File: config.mk
export PLATFORM = sky130hd
export DESIGN_NAME = ppfifo_put_arbiter
export DESIGN_NICKNAME = d
export VERILOG_FILES = /design/src/rtl/ppfifo_put_arbiter_pkg.sv /design/src/rtl/ppfifo_rr_picker.sv /design/src/rtl/ppfifo_put_arbiter.sv
export SDC_FILE = /design/constraint.sdc
export NUM_CORES = 1
export LEC_CHECK = 0
export BUFFER_PORTS_ARGS = -buffer_cell sky130_fd_sc_hd__clkbuf_2
export CORE_MARGIN = 1.5
export CORE_UTILIZATION = 46
export DETAILED_ROUTE_END_ITERATION = 6
export HOLD_SLACK_MARGIN = 0.06
export PLACE_DENSITY_LB_ADDON = 0.15
export SLEW_MARGIN = 15
export SYNTH_ARGS = -nofsm -noshare
export SYNTH_HDL_FRONTEND = slang
export SYNTH_HIERARCHICAL = 1
export SYNTH_SLANG_ARGS = --single-unit
File: constraint.sdc
create_clock -name clock -period 2.1 [get_ports clock]
set_input_delay 0.21 -clock clock [delete_from_list [all_inputs] [get_ports clock]]
set_output_delay 0.21 -clock clock [all_outputs]
set_load 0.01 [all_outputs]
File: src/rtl/ppfifo_put_arbiter_pkg.sv
// Shared constants and FSM state type for the PushPullFIFO put-side arbiter.
package ppfifo_put_arbiter_pkg;

    localparam int unsigned FIFO_WIDTH = 8;

    typedef enum logic [1:0] {
        ARB_IDLE,
        ARB_REQ,
        ARB_ACK
    } ppfifo_arb_state_t;

endpackage

File: src/rtl/ppfifo_rr_picker.sv
// Combinational round-robin picker: first asserted request after 'last', wrapping.
module ppfifo_rr_picker #(
    parameter  int unsigned NUM_REQ = 4,
    localparam int unsigned IDX_W   = $clog2(NUM_REQ)
) (
    input  logic [NUM_REQ-1:0] req,
    input  logic [IDX_W-1:0]   last,
    output logic               valid_c,
    output logic [IDX_W-1:0]   next_idx_c
);

    int unsigned cand;

    always_comb begin
        valid_c    = 1'b0;
        next_idx_c = '0;
        cand       = 0;
        for (int unsigned k = 1; k <= NUM_REQ; k++) begin
            cand = (32'(last) + k) % NUM_REQ;
            if (!valid_c && req[IDX_W'(cand)]) begin
                valid_c    = 1'b1;
                next_idx_c = IDX_W'(cand);
            end
        end
    end

endmodule

File: src/rtl/ppfifo_put_arbiter.sv
// Round-robin sharing of the PushPullFIFO put port between NUM_REQ four-phase producers.
// Optional grant counter output enabled by PPFIFO_ARB_GRANT_COUNT_EN.
module ppfifo_put_arbiter
    import ppfifo_put_arbiter_pkg::*;
#(
    parameter  int unsigned NUM_REQ        = 4,
    parameter  int unsigned FIFO_WORD_SIZE = FIFO_WIDTH,
`ifdef PPFIFO_ARB_GRANT_COUNT_EN
    parameter  int unsigned COUNT_WIDTH    = 16,
`endif
    localparam int unsigned IDX_W          = $clog2(NUM_REQ)
) (
    input  logic                                clock,
    input  logic                                clear_n,
    input  logic [NUM_REQ-1:0]                  req_put_req,
    input  logic [NUM_REQ*FIFO_WORD_SIZE-1:0]   req_put_value,
    output logic [NUM_REQ-1:0]                  req_put_ack,
    output logic                                fifo_put_req,
    output logic [FIFO_WORD_SIZE-1:0]           fifo_put_value,
    input  logic                                fifo_put_ack,
    output logic [IDX_W-1:0]                    grant_id,
    output logic                                busy
`ifdef PPFIFO_ARB_GRANT_COUNT_EN
    ,
    output logic [COUNT_WIDTH-1:0]              grant_count
`endif
);

    ppfifo_arb_state_t         state_q, state_d;
    logic [IDX_W-1:0]          grant_q, grant_d;
    logic [IDX_W-1:0]          last_q, last_d;
    logic [FIFO_WORD_SIZE-1:0] value_q, value_d;
    logic                      fifo_req_q, fifo_req_d;
    logic [NUM_REQ-1:0]        ack_q, ack_d;
    logic                      busy_q, busy_d;

    logic                      pick_valid_c;
    logic [IDX_W-1:0]          pick_idx_c;
    logic [FIFO_WORD_SIZE-1:0] words [NUM_REQ];

    for (genvar g = 0; g < int'(NUM_REQ); g++) begin : g_unpack
        assign words[g] = req_put_value[g*FIFO_WORD_SIZE +: FIFO_WORD_SIZE];
    end

    ppfifo_rr_picker #(
        .NUM_REQ    (NUM_REQ)
    ) u_picker (
        .req        (req_put_req),
        .last       (last_q),
        .valid_c    (pick_valid_c),
        .next_idx_c (pick_idx_c)
    );

`ifdef PPFIFO_ARB_GRANT_COUNT_EN
    logic [COUNT_WIDTH-1:0] count_q, count_d;
`endif

    // Next-state and registered-output computation.
    always_comb begin
        state_d    = state_q;
        grant_d    = grant_q;
        last_d     = last_q;
        value_d    = value_q;
        fifo_req_d = fifo_req_q;
        ack_d      = ack_q;
`ifdef PPFIFO_ARB_GRANT_COUNT_EN
        count_d    = count_q;
`endif
        unique case (state_q)
            ARB_IDLE: begin
                if (pick_valid_c) begin
                    grant_d    = pick_idx_c;
                    value_d    = words[pick_idx_c];
                    fifo_req_d = 1'b1;
                    state_d    = ARB_REQ;
                end
            end
            ARB_REQ: begin
                if (fifo_put_ack) begin
                    fifo_req_d     = 1'b0;
                    ack_d          = '0;
                    ack_d[grant_q] = 1'b1;
                    state_d        = ARB_ACK;
`ifdef PPFIFO_ARB_GRANT_COUNT_EN
                    if (count_q != '1) begin
                        count_d = count_q + COUNT_WIDTH'(1);
                    end
`endif
                end
            end
            ARB_ACK: begin
                // Four-phase return: both producer and FIFO must have dropped.
                if (!req_put_req[grant_q] && !fifo_put_ack) begin
                    ack_d   = '0;
                    last_d  = grant_q;
                    state_d = ARB_IDLE;
                end
            end
            default: begin
                state_d = ARB_IDLE;
            end
        endcase
        busy_d = (state_d != ARB_IDLE);
    end

    always_ff @(posedge clock or negedge clear_n) begin
        if (!clear_n) begin
            state_q    <= ARB_IDLE;
            grant_q    <= '0;
            last_q     <= IDX_W'(NUM_REQ - 1);
            value_q    <= '0;
            fifo_req_q <= 1'b0;
            ack_q      <= '0;
            busy_q     <= 1'b0;
`ifdef PPFIFO_ARB_GRANT_COUNT_EN
            count_q    <= '0;
`endif
        end else begin
            state_q    <= state_d;
            grant_q    <= grant_d;
            last_q     <= last_d;
            value_q    <= value_d;
            fifo_req_q <= fifo_req_d;
            ack_q      <= ack_d;
            busy_q     <= busy_d;
`ifdef PPFIFO_ARB_GRANT_COUNT_EN
            count_q    <= count_d;
`endif
        end
    end

    assign req_put_ack    = ack_q;
    assign fifo_put_req   = fifo_req_q;
    assign fifo_put_value = value_q;
    assign grant_id       = grant_q;
    assign busy           = busy_q;
`ifdef PPFIFO_ARB_GRANT_COUNT_EN
    assign grant_count    = count_q;
`endif

endmodule
; ---- Word level (Yosys, flattened, before mapping)
; Index checks and enable logic that the tools add are counted.
[classes]
bitwise = 1
muxes = 33
n_addsub = 4
magnitude_cmp = 7
n_eq_ne = 5
reduce_logical = 18
[op_table]
columns = operator, n
row1 = binary-select mux 8 bit (select 2 bit), 1
row2 = two-way mux 8 bit, 2
row3 = "less-than comparator 2 x 3 -> 1 bit, second input constant", 5
row4 = two-way mux 2 bit, 7
row5 = two-way mux 1 bit, 12
row6 = binary-select mux 1 bit (select 2 bit), 5
row7 = two-way mux 4 bit, 2
row8 = case mux 4 bit (2 select lines), 1
row9 = "!= test 2 bit, second input constant", 3
row10 = case mux 2 bit (3 select lines), 1
row11 = AND reduction 3 bit, 2
row12 = nonzero test 2 bit, 3
row13 = logical AND 1 bit, 5
row14 = zero test 1 bit, 5
row15 = "adder 2 x 1 -> 2 bit, second input constant", 2
row16 = "adder 2 bit, second input constant", 2
row17 = AND reduction 2 bit, 2
row18 = ">= comparator 3 bit, second input constant", 1
row19 = inverter 2 -> 3 bit, 1
row20 = demux 1 bit (select 2 bit), 1
row21 = "equality test 2 x 1 -> 1 bit, second input constant", 1
row22 = "equality test 2 bit, second input constant", 1
row23 = ">= comparator 2 x 1 -> 1 bit, second input constant", 1
row24 = zero test 2 bit, 1
row25 = case mux 1 bit (2 select lines), 1
[totals]
output_inout_bits = 16
in_bits = 39
regBits = 20

; ---- Logic depth before layout (Yosys ltp)
; Gate-level depths: netlist (run 1).
[logic_depth]
ltp_word = 17
depth_mapped = 6
mapped_depth_nobuf = 5

; ---- Modules after synthesis
; The synthesis (run 1) kept the hierarchy.
[by_module_without_submodules]
columns = mod, seq_area_each_um2, n_inst, area_each_um2, cells_each
row1 = ppfifo_put_arbiter, 503.0, 1, 1099.8, 87
row2 = ppfifo_rr_picker, 0.0, 1, 91.3, 14

; ---- Worst setup path after synthesis (run 1)
; Ideal clock, no wire load.
[synth_path]
path_kind = register -> register
from = register last_q[1]
to = register value_q[0], in the netlist fifo_put_value[0]
path_stages_with_launch = 7
setup_ps = 125
setup_slack_ps = 143
period_less_slack_ps = 1957
arrival_time_ps = 1833
n_path_buf = 1
cell_sequence = dfstp_2 -> nand2b_1 -> a21oi_2 -> o221ai_2 -> buf_4 -> mux4_2 -> mux2_2
[synth_between]
elab_chain_cells = 17
elab_cells_between_ends = 31
cone_classes = add/sub: 4 / mux: 19 / bitwise: 1 / reduce/logical: 7
[synth_rtl]
columns = item, line_no
row1 = start: declaration, ppfifo_put_arbiter.sv:31  ; logic [IDX_W-1:0] last_q, last_d;
row2 = start signal: assignment, ppfifo_put_arbiter.sv:110  ; last_q <= IDX_W'(NUM_REQ - 1);
row3 = start signal: assignment, ppfifo_put_arbiter.sv:121  ; last_q <= last_d;
row4 = adder 2 x 1 -> 2 bit, ppfifo_rr_picker.sv:19  ; cand = (32'(last) + k) % NUM_REQ;
row5 = binary-select mux 1 bit (select 2 bit), ppfifo_rr_picker.sv:20  ; if (!valid_c && req[IDX_W'(cand)]) begin
row6 = two-way mux 1 bit (not written as such), ppfifo_rr_picker.sv:20
row7 = two-way mux 1 bit, ppfifo_rr_picker.sv:20
row8 = zero test 1 bit, ppfifo_rr_picker.sv:20
row9 = logical AND 1 bit, ppfifo_rr_picker.sv:20
row10 = two-way mux 1 bit, ppfifo_rr_picker.sv:20
row11 = zero test 1 bit, ppfifo_rr_picker.sv:20
row12 = logical AND 1 bit, ppfifo_rr_picker.sv:20
row13 = two-way mux 1 bit, ppfifo_rr_picker.sv:20
row14 = zero test 1 bit, ppfifo_rr_picker.sv:20
row15 = logical AND 1 bit, ppfifo_rr_picker.sv:20
row16 = two-way mux 2 bit *, ppfifo_rr_picker.sv:20
row17 = via pick_idx_c[0], ppfifo_put_arbiter.sv:38  ; logic [IDX_W-1:0] pick_idx_c;
row18 = inverter 2 -> 3 bit (not written as such) *, ppfifo_put_arbiter.sv:73  ; value_d = words[pick_idx_c];
row19 = binary-select mux 8 bit (select 2 bit) *, ppfifo_put_arbiter.sv:73
row20 = two-way mux 8 bit (not written as such) * (2 in a row), ppfifo_put_arbiter.sv:73
row21 = end signal: assignment, ppfifo_put_arbiter.sv:122  ; value_q <= value_d;
row22 = end: declaration, ppfifo_put_arbiter.sv:32  ; logic [FIFO_WORD_SIZE-1:0] value_q, value_d;
; The timed path passes the listed nets; every way through them passes the cells marked *. The select of a mux whose other input is x is not followed.
; A chain may end at the register's enable or synchronous reset.

; ---- Final worst setup path (run 1)
[layout_path]
from = register last_q[1]
to = register value_q[5], in the netlist fifo_put_value[5]
; The elaborated chain is that of the path after synthesis.

==> metrics.txt, run 1 <==
outcome=finished, final reports clean; maximum VDD drop=between 0.0006 and 0.0007 V; Inst Count DP=between 150 and 200; period utilization=0.9787; setup_tns=0 ps; largest cells by area after synthesis=dfrtp_1 (38%), mux4_2 (15%), mux2_2 (9.5%); Req. time, crit path=2300 ps; Vias=1009; Die ar.=0.002904 mm^2; row cnt=18; P per Cell Area=roughly 1200 mW/mm^2; clk_lat worst skew=300 ps; Routability Congestion=0.8125; crit path kind=flip-flop to flip-flop; largest net degree at the start of global routing=21; Worst R2R Setup Slack=40 ps; first-pass GRT wire length=4002 um; cts bufs inserted=3; Initial Util=0.4852; RSZ-0062 raised after global routing=true; H-tree levels=1; DR WL/cell=approximately 14 um; grt ovf=0; Core Area=roughly 0.0025 mm^2; Hold Path End=fifo_put_req$_DFFE_PN0P_; hold crit path type=input pin to flip-flop; crit-path max FO=9; aggregate global-route resource usage=0.1875; Layout Nets=196; Clock Path Buffers=2; Hold Crit Depth=4; die width=53.89 um; total wire length=2537 um; Ant. Diodes=0; drt drc=0; port bufs=54; # clock sinks=20; Startpoint Class=flip-flop; final instance area=0.001548 mm^2; Final Hold Viols=0; Cells after Synth=~100; Synth Cell Area=0.001191 mm^2; area grow syn2layout=29.94%; Max Cap Violations=0; first drt pass iteration count=4; Achievable Freq=486.6 MHz; ANT nets after route=0; Placed Area=approximately 0.0015 mm^2; Final setup viols=0; Max-slew headroom=0.6596; Clock Skew=8.975 ps; CTS root buffer=clkbuf_4; fillcell total=about 210; Cell variety after synth=32; CTS tree=done; initial antenna violation count=0; Initial DRC Count=14; num ports=55; HPWL Detailed=1951 um; r2r worst-path depth=6; layout cells sized above 1=0.5577; critical path arrival=2250 ps; vias per inst=5.425; CP endpoint kind=flip-flop; reg2reg end=fifo_put_value[5]$_DFFE_PN0P_; Ys Warns=6; final count of pins violating max slew=0; reg-to-reg startpoint=last_q[1]$_DFFE_PN1P_; flop and latch count out of synthesis=20; Slew @ Worst Pin=roughly 500 ps; Layout Cells excl Fill=186; Synth area leader=dfrtp_1; sequential area share after synthesis=0.4223; Hold Crit Start=fifo_put_ack; vias in the first global route=941; die height=53.89 um; Synthesized Nets=140; min cycle time layout=2055 ps; mean post-synth cell area=between 10 and 15 um^2; CTS clock-pin slew for the worst setup and hold paths=120 ps; Static Leak=0.0007615 uW; post-synth top area share=0.3782
[routing by layer]
| layer | track usage | part of all wire | wire length [um] | vias to the layer above |
|---|---|---|---|---|
| li1 | - | - | - | 487 |
| met1 | 0.2349 | 0.42 | 1062 | 485 |
| met2 | 0.3374 | 0.52 | 1319 | 35 |
| met3 | 0.03056 | 0.056 | 141 | 2 |
| met4 | 0.03846 | 0.0051 | 13 | 0 |
| met5 | 0 | 0 | 0 | - |
[repair_timing]
item | 4_1_cts | 5_1_grt
gates resized for setup | 1 | 3
hold buffers | 1 | 0
hold endpoints to repair | 18 | 0
buffers inserted | 0 | 0
endpoints found under the setup margin | 8 | 8
[per-stage QoR]
step | total power (uW) | setup WS (ps) | util | hold slack (ps)
floorplan | 1376 | 142.7 | - | -85.59
global placement | 1638 | -61.54 | 0.6081 | 200.5
detailed placement | 1673 | -67.84 | 0.6081 | 207.2
CTS | 1875 | 39.21 | 0.6244 | 290.2
global route | 2048 | -51.05 | 0.6305 | 332.5
finish | 1892 | 44.72 | 0.6305 | 294.3
[placed cells by master, fill, tap and decap left out, types with 3 or more instances in the layout]
| cell type | instances |
|---|---|
| o22ai_1 | 4 |
| nand2_1 | 7 |
| mux2_4 | 3 |
| o21ai_0 | 5 |
| dfrtp_1 | 18 |
| a31oi_1 | 3 |
| mux2_2 | 8 |
| mux4_2 | 8 |
| inv_1 | 7 |
| mux2i_1 | 3 |
| clkbuf_4 | 3 |
| nor2_1 | 6 |
| clkbuf_2 | 54 |
[cell usage after synthesis]
| cell | instances |
|---|---|
| mux4_2 | 8 |
| and3_1 | 1 |
| mux2_4 | 1 |
| nand2b_4 | 1 |
| buf_2 | 3 |
| nand2_1 | 7 |
| nand3_1 | 1 |
| mux2_2 | 10 |
| and2_1 | 1 |
| a22o_1 | 1 |
| a31oi_1 | 3 |
| mux2i_1 | 3 |
| dfstp_2 | 2 |
| and3b_1 | 1 |
| nand2b_1 | 3 |
| a21oi_1 | 3 |
| o21ai_0 | 5 |
| clkbuf_1 | 1 |
| dfrtp_1 | 18 |
| o311ai_0 | 1 |
| nor3b_4 | 1 |
| a22o_2 | 1 |
| o22ai_1 | 4 |
| a31o_2 | 1 |
| inv_1 | 7 |
| a21oi_2 | 1 |
| and2b_1 | 1 |
| nor2_1 | 6 |
| o21ai_1 | 1 |
| o221ai_2 | 1 |
| buf_4 | 1 |
| nand3b_1 | 2 |
[worst max path at each step]
| stage | startpoint | endpoint | slack, ps |
|---|---|---|---|
| after global placement | last_q[1]$_DFFE_PN1P_ | fifo_put_value[5]$_DFFE_PN0P_ | -60 |
| after global routing | last_q[1]$_DFFE_PN1P_ | fifo_put_value[5]$_DFFE_PN0P_ | -50 |
| after CTS | last_q[1]$_DFFE_PN1P_ | fifo_put_value[1]$_DFFE_PN0P_ | 40 |
| after floorplan | last_q[1]$_DFFE_PN1P_ | fifo_put_value[0]$_DFFE_PN0P_ | 140 |
| final | last_q[1]$_DFFE_PN1P_ | fifo_put_value[5]$_DFFE_PN0P_ | 40 |
| after detailed placement | last_q[1]$_DFFE_PN1P_ | fifo_put_value[1]$_DFFE_PN0P_ | -70 |
[registers in the layout, indices dropped and copies added (netlist names)]
| name | cells |
|---|---|
| req_put_ack | 4 |
| grant_id | 2 |
| state_q | 2 |
| fifo_put_value | 8 |
| last_q | 2 |
| fifo_put_req | 1 |
| busy | 1 |
[area by class of cell]
class,count,area [um^2],share of cell area
inverter,7,26.28,0.01698
multi-input combinational,69,654.4,0.4228
sequential,20,503.0,0.3250
timing repair buffer,56,300.3,0.1940
clock buffer,4,26.28,0.01698
tap,30,37.54,0.02425
[kinds of logic (layout without fill, tap and decap cells)]
group	count (synthesis)	in the layout	synth area share
AND/OR/NAND/NOR	25	25	0.1250
flip-flops	20	20	0.4223
AO/OA/AOI/OAI	22	22	0.1250
buffers and inverters	12	67	0.04412
multiplexers	22	22	0.2836
[where the power goes]
part | internal [uW] | switching [uW] | total (uW)
clock | 73.8 | 122 | 195
combinational | 533 | 417 | 951
sequential | 568 | 177 | 746
[critical path: stages, from the launching register on]
cell and delay [ps]:
dfstp_2 600, nand2b_4 140, a21oi_2 50, o221ai_2 210
buf_12 180, mux4_2 500, mux2_4 280
Power figures use the tool's default switching activity.
==> run 2, diff against run 1 <==
- RECOVER_POWER: unset -> 50
==> metrics.txt, run 2 (synthesized netlist as in run 1, its figures left out) <==
Final Hold Viols=0 (unchanged); P per Cell Area=1222 mW/mm^2 (about the same); Slew @ Worst Pin=1099 ps (was 510.7 ps); Static Leak=0.0007528 uW (was 0.0007615 uW); Die ar.=0.002904 mm^2 (unchanged); cts bufs inserted=3 (unchanged); crit-path max FO=9 (unchanged); num ports=55 (unchanged); Layout Nets=196 (unchanged); critical path arrival=2250 ps (about the same); Post-CTS Setup Repair Bufs=0 (unchanged); Initial DRC Count=14 (unchanged); ANT nets after route=0 (unchanged); DR WL/cell=13.65 um (was 13.64 um); Initial Util=0.4852 (unchanged); min cycle time layout=2056 ps (was 2055 ps); period utilization=0.9788 (was 0.9787); reg-to-reg startpoint=last_q[1]$_DFFE_PN1P_ (unchanged); CTS tree=done (unchanged); Req. time, crit path=2300 ps (about the same); Max-slew headroom=0.2672 (was 0.6596); aggregate global-route resource usage=0.1875 (unchanged); CP Cell Sequence=nand2b_4 -> a21oi_2 -> o221ai_2 -> buf_12 -> mux4_2 -> mux2_4 (unchanged); CP Buf/Inv Count=1 (unchanged); final core utilization=0.6290 (was 0.6305); setup slack after layout=44.44 ps (was 44.72 ps); slowest cell on the critical path=dfstp_2 (unchanged); CTS root buffer=clkbuf_4 (unchanged); Max Cap Violations=0 (unchanged); largest net degree at the start of global routing=21 (unchanged); Setup WS pre-CTS=-67.84 ps (unchanged); area grow syn2layout=29.62% (was 29.94%); CP peak stage delay=600 ps (about the same); Hold Crit Start=fifo_put_ack (unchanged); # clock sinks=20 (unchanged); Clock Skew=8.975 ps (unchanged); port bufs=54 (unchanged); Startpoint Class=flip-flop (unchanged); delay-heaviest family, CP=multiplexers (unchanged); Vias=1009 (unchanged); hold crit path type=input pin to flip-flop (unchanged); crit path kind=flip-flop to flip-flop (unchanged); Ant. Diodes=0 (unchanged); commonest non-fill, non-tap cell in the layout=clkbuf_2 (unchanged); clk_lat worst skew=300 ps (about the same); max FFs per register=8 (unchanged); vias per inst=5.425 (unchanged); grt ovf=0 (unchanged); drt drc=0 (unchanged); final instance area=0.001544 mm^2 (was 0.001548 mm^2); initial antenna violation count=0 (unchanged); most frequent cells in the layout=clkbuf_2 (51), dfrtp_1 (18), mux4_2 (8), mux2_2 (8) (was clkbuf_2 (54), dfrtp_1 (18), mux4_2 (8), mux2_2 (8)); vias in the first global route=941 (unchanged); row cnt=18 (unchanged); die height=53.89 um (unchanged); Core Area=0.002455 mm^2 (unchanged); Achievable Freq=486.5 MHz (was 486.6 MHz); CP Launch Point=last_q[1]$_DFFE_PN1P_ (unchanged); Inst Count DP=181 (unchanged); Routability Congestion=0.8125 (unchanged); Placed Area=0.001493 mm^2 (unchanged); Final setup viols=0 (unchanged); layout cells sized above 1=0.5385 (was 0.5577); HPWL Detailed=1951 um (unchanged); RSZ-0062 raised after global routing=true (unchanged); outcome=finished, final reports clean (unchanged); Clock Path Buffers=2 (unchanged); CP endpoint kind=flip-flop (unchanged); H-tree levels=1 (unchanged); total wire length=2539 um (was 2537 um); maximum VDD drop=0.0006412 V (was 0.0006416 V); CTS clock-pin slew for the worst setup and hold paths=120 ps (about the same); Layout Cells excl Fill=186 (unchanged); first drt pass iteration count=4 (unchanged); final count of pins violating max slew=0 (unchanged); die width=53.89 um (unchanged); first-pass GRT wire length=4002 um (unchanged)
==> run 2: changes by cell type in the layout (fill, tap and decap cells not counted) <==
cell / before / now
clkbuf_1: 1 / 4
clkbuf_2: 54 / 51
==> run 2: final timing paths <==
path	end	slack, ps	cells after the start
setup reg to reg	fifo_put_value[5]$_DFFE_PN0P_	40	6
hold reg to reg	last_q[0]$_DFFE_PN1P_	500	2
setup / recovery	fifo_put_value[5]$_DFFE_PN0P_	40	6
hold / removal	fifo_put_req$_DFFE_PN0P_	290	4
max in group asynchronous	fifo_put_value[4]$_DFFE_PN0P_	820	2
min in group asynchronous	state_q[1]$_DFF_PN0_	620	2
==> run 2: layout make-up <==
| type | count | area, um^2 |
|---|---|---|
| Fill cell | 216 | 910.9 |
| Inverter | 7 | 26.28 |
| Timing Repair Buffer | 56 | 296.5 |
| Sequential cell | 20 | 503.0 |
| Tap cell | 30 | 37.54 |
| Multi-Input combinational cell | 69 | 654.4 |
| Clock buffer | 4 | 26.28 |
==> run 2: worst min-delay path, delay by kind of cell <==
family	cells	cell delay, ps
buffers and inverters	2	220
AOI/OAI and AO/OA	2	130
==> run 2: metal layers <==
layer | global-route usage | wire length (um) | vias up
li1 | - | - | 487
met1 | 0.2349 | 1062 | 485
met2 | 0.3374 | 1319 | 35
met3 | 0.03056 | 143 | 2
met4 | 0.03846 | 13 | 0
met5 | 0 | 0 | -
==> run 2: stage by stage <==
step           hold WS [ps]  setup TNS (ps)  total power, uW
6_report              294.3               0             1887
2_1_floorplan        -85.59               0             1376
4_1_cts               290.2               0             1875
5_1_grt               332.5          -259.2             2043
3_5_place_dp          207.2          -423.2             1673
3_3_place_gp          200.5          -463.3             1638
==> run 2: timing repair <==
action / CTS / global route
resized for setup: 1 / 3
hold endpoints to repair: 18 / 0
hold buffers: 1 / 0
endpoints found under the setup margin: 8 / 8
==> run 2: power breakdown <==
part | switching (uW) | internal (uW) | leakage [uW]
clock | 122 | 73.8 | 0.0000150
sequential | 177 | 568 | 0.000237
combinational | 418 | 528 | 0.000501
total | 717 | 1170 | 0.000753
==> run 3, diff against run 2 <==
- CORE_UTILIZATION: 46 -> 40
- CTS_CLUSTER_SIZE: unset -> 30
- REMOVE_ABC_BUFFERS: unset -> 1
==> metrics.txt, run 3 (synthesized netlist as in run 1, its figures left out) <==
Placed Area=0.001494 mm^2 (was 0.001493 mm^2); cts bufs inserted=3 (unchanged); Routability Congestion=0.9144 (was 0.8125); min cycle time layout=2051 ps (was 2056 ps); CP Launch Point=last_q[1]$_DFFE_PN1P_ (unchanged); num ports=55 (unchanged); crit path kind=flip-flop to flip-flop (unchanged); initial antenna violation count=0 (unchanged); area grow syn2layout=30.25% (was 29.62%); outcome=finished, final reports clean (unchanged); Die ar.=0.003314 mm^2 (was 0.002904 mm^2); aggregate global-route resource usage=0.1618 (was 0.1875); critical path arrival=2260 ps (was 2250 ps); Hold Path End=fifo_put_req$_DFFE_PN0P_ (unchanged); RSZ-0062 raised after global routing=true (unchanged); vias in the first global route=951 (was 941); most frequent cells in the layout=clkbuf_2 (51), dfrtp_1 (18), mux2_2 (9), mux4_2 (8) (was clkbuf_2 (51), dfrtp_1 (18), mux4_2 (8), mux2_2 (8)); crit-path max FO=9 (unchanged); reg2reg end=fifo_put_value[7]$_DFFE_PN0P_ (was fifo_put_value[5]$_DFFE_PN0P_); Static Leak=0.0007549 uW (was 0.0007528 uW); Initial DRC Count=26 (was 14); first drt pass iteration count=4 (unchanged); Achievable Freq=487.5 MHz (was 486.5 MHz); first-pass GRT wire length=4126 um (was 4002 um); Max Cap Violations=0 (unchanged); ANT nets after route=0 (unchanged); grt ovf=0 (unchanged); Slew @ Worst Pin=1105 ps (was 1099 ps); setup_tns=0 ps (unchanged); final count of pins violating max slew=0 (unchanged); H-tree levels=1 (unchanged); Clock Skew=2.678 ps (was 8.975 ps); DR WL/cell=13.64 um (was 13.65 um); hold crit path type=input pin to flip-flop (unchanged); CP endpoint kind=flip-flop (unchanged); CTS root buffer=clkbuf_4 (unchanged); Hold Crit Start=fifo_put_ack (unchanged); period utilization=0.9769 (was 0.9788); reg-to-reg startpoint=last_q[1]$_DFFE_PN1P_ (unchanged); Post-CTS Setup Repair Bufs=0 (unchanged); largest net degree at the start of global routing=21 (unchanged); Initial Util=0.4282 (was 0.4852); clk_lat worst skew=310 ps (was 300 ps); Vias=1010 (was 1009); CTS clock-pin slew for the worst setup and hold paths=120 ps (about the same); Layout Nets=196 (unchanged); CTS tree=done (unchanged); row cnt=19 (was 18); # clock sinks=20 (unchanged); Ant. Diodes=0 (unchanged); Core Area=0.002781 mm^2 (was 0.002455 mm^2); HPWL Detailed=1982 um (was 1951 um); Final setup viols=0 (unchanged); vias per inst=5.401 (was 5.425); Req. time, crit path=2310 ps (was 2300 ps); P per Cell Area=1227 mW/mm^2 (was 1222 mW/mm^2); port bufs=54 (unchanged); total wire length=2550 um (was 2539 um); maximum VDD drop=0.0007387 V (was 0.0006412 V); Max-slew headroom=0.2630 (was 0.2672); layout cells sized above 1=0.5449 (was 0.5385); Hold Crit Depth=4 (unchanged); Layout Cells excl Fill=187 (was 186); max FFs per register=8 (unchanged); Startpoint Class=flip-flop (unchanged); commonest non-fill, non-tap cell in the layout=clkbuf_2 (unchanged); Worst R2R Setup Slack=50 ps (was 40 ps); Final Hold Viols=0 (unchanged); die height=57.57 um (was 53.89 um); Inst Count DP=182 (was 181); final instance area=0.001551 mm^2 (was 0.001544 mm^2); Clock Path Buffers=2 (unchanged); r2r worst-path depth=6 (unchanged); die width=57.57 um (was 53.89 um); drt drc=0 (unchanged)
## run 3: cell types whose count changed in the layout (fill, tap and decap cells not counted)
cell	before	now
clkbuf_8	0	1
mux2_2	8	9
clkbuf_1	4	3
mux2_4	3	2
## run 3: area by class of cell
class                   count  area [um^2]
inverters                   7        26.28
fillers                   238         1230
multi-input cells          69        650.6
repair buffers             56        296.5
flip-flops and latches     20        503.0
clock buffers               4        36.28
well taps                  31        38.79
## run 3: per-layer routing
metal	global-route usage	part of all wire	vias to the layer above
li1	-	-	487
met1	0.2082	0.44	480
met2	0.2662	0.49	38
met3	0.03401	0.053	5
met4	0.06312	0.019	0
met5	0	0	-
## run 3: worst max-delay path by stage
stage / endpoint / slack (ps) / depth (start not counted)
3_3_place_gp: fifo_put_value[0]$_DFFE_PN0P_ / -30 / 4
3_5_place_dp: fifo_put_value[7]$_DFFE_PN0P_ / -80 / 4
5_1_grt: fifo_put_value[7]$_DFFE_PN0P_ / -20 / 6
6_report: fifo_put_value[7]$_DFFE_PN0P_ / 50 / 6
4_1_cts: fifo_put_value[7]$_DFFE_PN0P_ / 40 / 6
2_1_floorplan: fifo_put_value[0]$_DFFE_PN0P_ / -70 / 5
## run 3: per-stage QoR
step / utilization / total power, uW / setup WS, ps / hold slack [ps]
floorplan: - / 1343 / -66.79 / -85.59
global placement: 0.5371 / 1641 / -30.23 / 214.0
detailed placement: 0.5371 / 1670 / -79.40 / 204.8
CTS: 0.5551 / 1909 / 44.61 / 304.1
global route: 0.5578 / 2050 / -19.31 / 331.3
finish: 0.5578 / 1904 / 48.53 / 303.2
## run 3: worst max-delay path, stage by stage, from the launching register on
cell and delay [ps]:
dfstp_2 600, nand2b_4 140, a21oi_2 60, o221ai_2 210, buf_12 180, mux4_2 500
mux2_2 270
## run 3: report_power, final
group | internal [uW] | switching, uW
combinational | 519 | 413
clock | 106 | 126
sequential | 568 | 172
## run 3: timing repair
item                                    CTS  global route
gates resized for setup                   1             2
hold endpoints to repair                 18             0
hold buffers                              1             0
endpoints found under the setup margin    8             6
